===== config.mk =====
export PLATFORM = sky130hd
export DESIGN_NAME = hazard_forward_unit
export DESIGN_NICKNAME = d
export VERILOG_FILES = /design/src/rtl/hazard_forward_unit_pkg.sv /design/src/rtl/hazard_stage_reg.sv /design/src/rtl/hazard_forward_unit.sv
export SDC_FILE = /design/constraint.sdc
export NUM_CORES = 1
export LEC_CHECK = 0
export BUFFER_PORTS_ARGS = -buffer_cell sky130_fd_sc_hd__buf_2
export CAP_MARGIN = 20
export CORE_AREA = 8 8 67 69
export DETAILED_ROUTE_END_ITERATION = 16
export DIE_AREA = 0 0 75 77
export SLEW_MARGIN = 5
export SYNTH_ARGS = -nofsm -noshare
export SYNTH_HDL_FRONTEND = slang
export SYNTH_SLANG_ARGS = --single-unit

===== constraint.sdc =====
create_clock -name clk -period 1.55 [get_ports clk]
set_input_delay 0.31 -clock clk [delete_from_list [all_inputs] [get_ports clk]]
set_output_delay 0.31 -clock clk [all_outputs]
set_load 0.01 [all_outputs]

===== src/rtl/hazard_forward_unit_pkg.sv =====
// Shared definitions for the hazard/forwarding unit: operand-mux select
// encodings and the helper that resolves forwarding priority.
package hazard_forward_unit_pkg;

    // Width of the EX operand three-to-one mux selects
    localparam int unsigned FWD_SEL_W = 2;

    // Operand-mux select encodings; the datapath muxes decode the same values.
    // 2'd3 is deliberately left unused.
    typedef enum logic [FWD_SEL_W-1:0] {
        FWD_REGFILE = 2'd0,
        FWD_EXMEM   = 2'd1,
        FWD_MEMWB   = 2'd2
    } fwd_sel_e;

    // Write-back control bits carried alongside a destination register
    typedef struct packed {
        logic rw;
        logic mr;
    } wr_ctl_t;

    // Younger producer (EX/MEM) takes priority over the older one (MEM/WB)
    function automatic fwd_sel_e fwd_pick(input logic mem_hit, input logic wb_hit);
        fwd_sel_e sel;
        sel = FWD_REGFILE;
        if (mem_hit) begin
            sel = FWD_EXMEM;
        end else if (wb_hit) begin
            sel = FWD_MEMWB;
        end
        return sel;
    endfunction

endpackage


===== src/rtl/hazard_stage_reg.sv =====
// Per-stage pipeline register: synchronous active-high reset, and a bubble
// input that loads all-zero (invalid, no write, no load) instead of d.
module hazard_stage_reg #(
    parameter int unsigned W = 1
) (
    input  logic         clk,
    input  logic         rst,
    input  logic         bubble,
    input  logic [W-1:0] d,
    output logic [W-1:0] q
);

    // Stage contents: cleared by reset, zeroed by a bubble, otherwise advance
    always_ff @(posedge clk) begin
        if (rst) begin
            q <= '0;
        end else if (bubble) begin
            q <= '0;
        end else begin
            q <= d;
        end
    end

endmodule


===== src/rtl/hazard_forward_unit.sv =====
// Hazard detection and operand-forwarding unit for a five-stage pipeline.
// Tracks EX, MEM and WB shadows of the instruction stream, drives the EX
// operand-mux selects from registered state only, and raises a one-cycle
// load-use stall. Optional stall performance counter: define
// HAZARD_PERF_CNT_EN to add the counter and the stall_count port.
module hazard_forward_unit
    import hazard_forward_unit_pkg::*;
#(
    parameter int unsigned REG_W = 5,
    parameter int unsigned CNT_W = 16
) (
    input  logic                 clk,
    input  logic                 rst,
    input  logic                 id_valid,
    input  logic [REG_W-1:0]     id_rs,
    input  logic [REG_W-1:0]     id_rt,
    input  logic [REG_W-1:0]     id_dest,
    input  logic                 id_reg_write,
    input  logic                 id_mem_read,
    input  logic                 flush,
    output logic [FWD_SEL_W-1:0] fwd_a_sel,
    output logic [FWD_SEL_W-1:0] fwd_b_sel,
    output logic                 stall
`ifdef HAZARD_PERF_CNT_EN
    ,
    output logic [CNT_W-1:0]     stall_count
`endif
);

    // Packed stage layouts: EX {valid, rs, rt, dest, ctl}, MEM {dest, ctl}, WB {dest, rw}
    localparam int unsigned CTL_W = $bits(wr_ctl_t);
    localparam int unsigned EX_W  = 1 + 3 * REG_W + CTL_W;
    localparam int unsigned MEM_W = REG_W + CTL_W;
    localparam int unsigned WB_W  = REG_W + 1;

    logic [EX_W-1:0]  ex_d;
    logic [EX_W-1:0]  ex_q;
    logic [MEM_W-1:0] mem_d;
    logic [MEM_W-1:0] mem_q;
    logic [WB_W-1:0]  wb_d;
    logic [WB_W-1:0]  wb_q;
    logic             ex_bubble;

    logic             ex_valid;
    logic [REG_W-1:0] ex_rs;
    logic [REG_W-1:0] ex_rt;
    logic [REG_W-1:0] ex_dest;
    wr_ctl_t          ex_ctl;
    logic [REG_W-1:0] mem_dest;
    wr_ctl_t          mem_ctl;
    logic [REG_W-1:0] wb_dest;
    logic             wb_rw;

    logic             mem_hit_a;
    logic             mem_hit_b;
    logic             wb_hit_a;
    logic             wb_hit_b;
    logic             load_use;

    // Load flag in MEM is tracked for completeness but nothing downstream needs it
    logic             unused_mem_mr;

    // Field views of the stage registers
    assign {ex_valid, ex_rs, ex_rt, ex_dest, ex_ctl} = ex_q;
    assign {mem_dest, mem_ctl}                       = mem_q;
    assign {wb_dest, wb_rw}                          = wb_q;
    assign unused_mem_mr                             = mem_ctl.mr;

    // Next-state payloads: EX takes the ID instruction, MEM takes EX, WB takes MEM
    always_comb begin
        ex_d      = {id_valid, id_rs, id_rt, id_dest, id_reg_write, id_mem_read};
        mem_d     = {ex_dest, ex_ctl};
        wb_d      = {mem_dest, mem_ctl.rw};
        // Stall, flush and an invalid ID slot all put a bubble into EX
        ex_bubble = stall | flush | ~id_valid;
    end

    hazard_stage_reg #(
        .W (EX_W)
    ) u_ex_stage (
        .clk    (clk),
        .rst    (rst),
        .bubble (ex_bubble),
        .d      (ex_d),
        .q      (ex_q)
    );

    // MEM and WB advance every cycle, including stall and flush cycles
    hazard_stage_reg #(
        .W (MEM_W)
    ) u_mem_stage (
        .clk    (clk),
        .rst    (rst),
        .bubble (1'b0),
        .d      (mem_d),
        .q      (mem_q)
    );

    hazard_stage_reg #(
        .W (WB_W)
    ) u_wb_stage (
        .clk    (clk),
        .rst    (rst),
        .bubble (1'b0),
        .d      (wb_d),
        .q      (wb_q)
    );

    // Producer matches against the EX sources; register 0 never forwards
    always_comb begin
        mem_hit_a = mem_ctl.rw && (mem_dest != '0) && (mem_dest == ex_rs);
        mem_hit_b = mem_ctl.rw && (mem_dest != '0) && (mem_dest == ex_rt);
        wb_hit_a  = wb_rw && (wb_dest != '0) && (wb_dest == ex_rs);
        wb_hit_b  = wb_rw && (wb_dest != '0) && (wb_dest == ex_rt);
    end

    // Operand selects from registered state only; an empty EX reads the register file
    always_comb begin
        fwd_a_sel = FWD_REGFILE;
        fwd_b_sel = FWD_REGFILE;
        if (ex_valid) begin
            fwd_a_sel = fwd_pick(mem_hit_a, wb_hit_a);
            fwd_b_sel = fwd_pick(mem_hit_b, wb_hit_b);
        end
    end

    // Load-use hazard: a load in EX feeding a source of the ID instruction;
    // a flush squashes the consumer, so it takes precedence over the stall
    always_comb begin
        load_use = id_valid && ex_valid && ex_ctl.mr && (ex_dest != '0) &&
                   ((ex_dest == id_rs) || (ex_dest == id_rt));
        stall    = load_use && !flush;
    end

`ifdef HAZARD_PERF_CNT_EN
    // Saturating count of stall cycles
    always_ff @(posedge clk) begin
        if (rst) begin
            stall_count <= '0;
        end else if (stall && (stall_count != '1)) begin
            stall_count <= stall_count + CNT_W'(1);
        end
    end
`else
    localparam int unsigned unused_cnt_w = CNT_W;
`endif

endmodule


==> impl_metrics.csv <==
group,metric,value,unit
global_route,antenna_found_initial,0,
detailed_routing,drt_iter0_drc,19,
pwr,swShare,23.4,%
detailed_routing,firstDrtPassIters,3,
synthesis,synth_top_area_cell,"dfxtp_1",
layout,layout_commonest_cell,"buf_2",
die,fp.dieH,77,um
layout,fin_nets,206,
pwr,peakVddDrop,0.000603,V
clock_network,clk_latency,0.33,ns
sta,fmax,0.473,GHz
layout,antenna_cells,0,
layout,areaGrowthSynthToFinish,40.9,%
clock_network,clk_path_buf_depth,2,
pwr,power_density,843,nW/um2
die,ios,26,
die,start_util,37.6,%
worst_setup_path,worstSetupStartpointType,"register",
worst_setup_path,worstPathRequired,1.24,ns
clock_network,cts_root_buf,"clkbuf_4",
die,die_x,75,um
sta,hold_violations,0,
pwr,power.internal,1.20,mW
pwr,p_switching,0.366,mW
detailed_routing,top_layer,"met4",
worst_setup_path,crit_path_end_kind,"output pin",
synthesis,syn_area,1320,um2
placement,placed_area,1630,um2
sta,finalSetupViolCount,5,
synthesis,syn-instance-count,138,
pwr,pwr-share-comb,10.4,%
die,die-area,5780,um2
layout,layout_common_cells,"buf_2, buf_4, dfxtp_1",
min_path,hp-class,"in2reg",
detailed_routing,vias,1079,
detailed_routing,wl_met2,1.61,mm
detailed_routing,post_drt_wl_per_cell,13.8,um
global_route,grt_pass1_wl,5.51,mm
global_route,grt_usage,12.6,%
run,drv_cap,0,
synthesis,yosysWarningCount,0,
sta,hold_slack,0.174,ns
detailed_routing,wl_met3,205,um
sta,setup_ws,-0.563,ns
sta,fin_skew,0.0112,ns
placement,hpwlAfterDp,2.40,mm
clock_network,cts_buffers,5,
clock_network,clk_pin_slew_worst_paths,0.10,ns
global_route,grt_max_degree,19,
clock_network,h-tree-depth,2,
synthesis,syn_nets,159,
outcome,outcome,"complete, but fails checks",
sta,period_needed,2.11,ns
detailed_routing,routed_via_density,4.61,
global_route,overflow,0,
die,coreArea,3500,um2
layout,fill_cells,333,
detailed_routing,drc,0,
detailed_routing,drt-total-wl,3.24,mm
synthesis,ys_top_cells_by_area,"dfxtp_1, xnor2_1, xor2_1",
placement,globalplace.congestion,0.890,
worst_setup_path,crit_arrival,1.80,ns
sta,rsz0062_at_grt,"true",
sta,slew_headroom,73.7,%
sta,fin_crit_sh,136,%
clock_network,clkSinkCount,30,
clock_network,cts_tree,"built",
synthesis,yosys.area.top_type_share,45.7,%
layout,post-route-cell-area,1850,um2
die,rows,22,
worst_setup_path,crit_type,"reg2out",
outcome,violations,"setup timing",
synthesis,yosysSeqAreaShare,45.7,%
layout,final-seq-area,636,um2
worst_setup_path,critPathMaxFanout,2,
synthesis,synth-seq-cells,30,
placement,port_buffers,25,
pwr,p_leak,0.855,nW
layout,multi_input_area,778,um2
detailed_routing,m1WireLength,1.36,mm
pwr,seq_power_share,51.0,%
pwr,power_frac_clock,38.7,%
synthesis,avgSynthCellArea,9.53,um2
layout,drive_above_1_share,45.2,%
sta,worst_pin_slew,0.391,ns
detailed_routing,antenna_left,0,
global_route,grt_pass1_vias,1249,
sta,drv_slew,0,
synthesis,ys_types,21,
clock_network,cts_hold_buf,0,
power groups by stage:
stage	clock network, mW	logic, mW	registers (mW)
finish	0.604	0.162	0.796
global route	0.673	0.178	0.799
CTS	0.628	0.158	0.798
detailed placement	0	0.139	0.822
global placement	0	0.137	0.822
floorplan	0	0.0782	0.818
registers in the layout, indices dropped and copies added, names as in the netlist:
name and cells:
u_mem_stage.q 6, u_wb_stage.q 6, u_ex_stage.q 18
path summary, 6_finish.rpt:
check        cells past startpoint                          end                        start  slack [ns]
max                              4                 fwd_b_sel[1]  u_ex_stage.q[10]$_SDFF_PP0_       -0.56
max reg2reg                      5   u_ex_stage.q[2]$_SDFF_PP0_   u_ex_stage.q[5]$_SDFF_PP0_        0.26
min reg2reg                      1  u_mem_stage.q[1]$_SDFF_PP0_   u_ex_stage.q[1]$_SDFF_PP0_        0.44
min                              3   u_ex_stage.q[6]$_SDFF_PP0_                   id_dest[4]        0.17
final cells by class:
class                           instances  share of cell area [%]
Multi-Input combinational cell         96                    42.0
Sequential cell                        30                    34.3
Timing Repair Buffer                   45                    14.9
Tap cell                               48                    3.24
Clock inverter                          3                    2.16
Clock buffer                            5                    2.03
Inverter                                7                    1.42
worst max-delay path: stages, from the launching register on:
cell and delay (ns):
dfxtp_2 0.34, xor2_1 0.15, or4_4 0.54, nor4_4 0.27, buf_2 0.17
per-layer routing:
layer,GRT usage [%],vias to the layer above
met5,0,-
met4,5.88,0
met3,5.72,7
met2,20.3,26
met1,13.3,482
li1,-,564
synthesized netlist by cell type:
cell type  instances
inv_1              7
a21oi_1           12
nor4_1             2
a211oi_1           7
and2_1             2
nor2b_1           12
clkbuf_1           3
o22ai_2            1
nor2_1             2
buf_2              2
xnor2_1           16
and3b_1            1
dfxtp_1           30
o21ai_2            1
nor4_2             2
nand2_1            3
o211ai_1           1
xor2_1            14
nor3_1             1
or4_1              4
nand3_1           15
through the flow:
| stage | instances | setup slack (ns) | TNS, ns | util [%] | power [mW] |
|---|---|---|---|---|---|
| after floorplan | 138 | -0.0762 | -0.282 | - | 0.897 |
| after global placement | 222 | -0.260 | -0.872 | 46.7 | 0.959 |
| after detailed placement | 222 | -0.301 | -1.00 | 46.7 | 0.962 |
| after CTS | 234 | -0.592 | -2.49 | 52.2 | 1.58 |
| after global routing | 234 | -0.676 | -2.86 | 53.0 | 1.65 |
| final | 234 | -0.563 | -2.40 | 53.0 | 1.56 |
cell families (layout without fill, tap and decap cells):
| family | Yosys count | count (layout) | synth area share [%] |
|---|---|---|---|
| buffers and inverters | 12 | 60 | 3.62 |
| xor gates and xnor gates | 30 | 30 | 20.0 |
| and+or+nand+nor | 44 | 44 | 20.0 |
| AOI/OAI and AO/OA | 22 | 22 | 10.8 |
| DFF | 30 | 30 | 45.7 |
timing repair:
| item | CTS | global route |
|---|---|---|
| setup buffers | 4 | 0 |
| endpoints found under the setup margin | 5 | 5 |
| resized for setup | 22 | 6 |
| gates cloned | 0 | 0 |
| pin swaps | 9 | 6 |
Note: power is estimated with default switching activity, not from simulation.
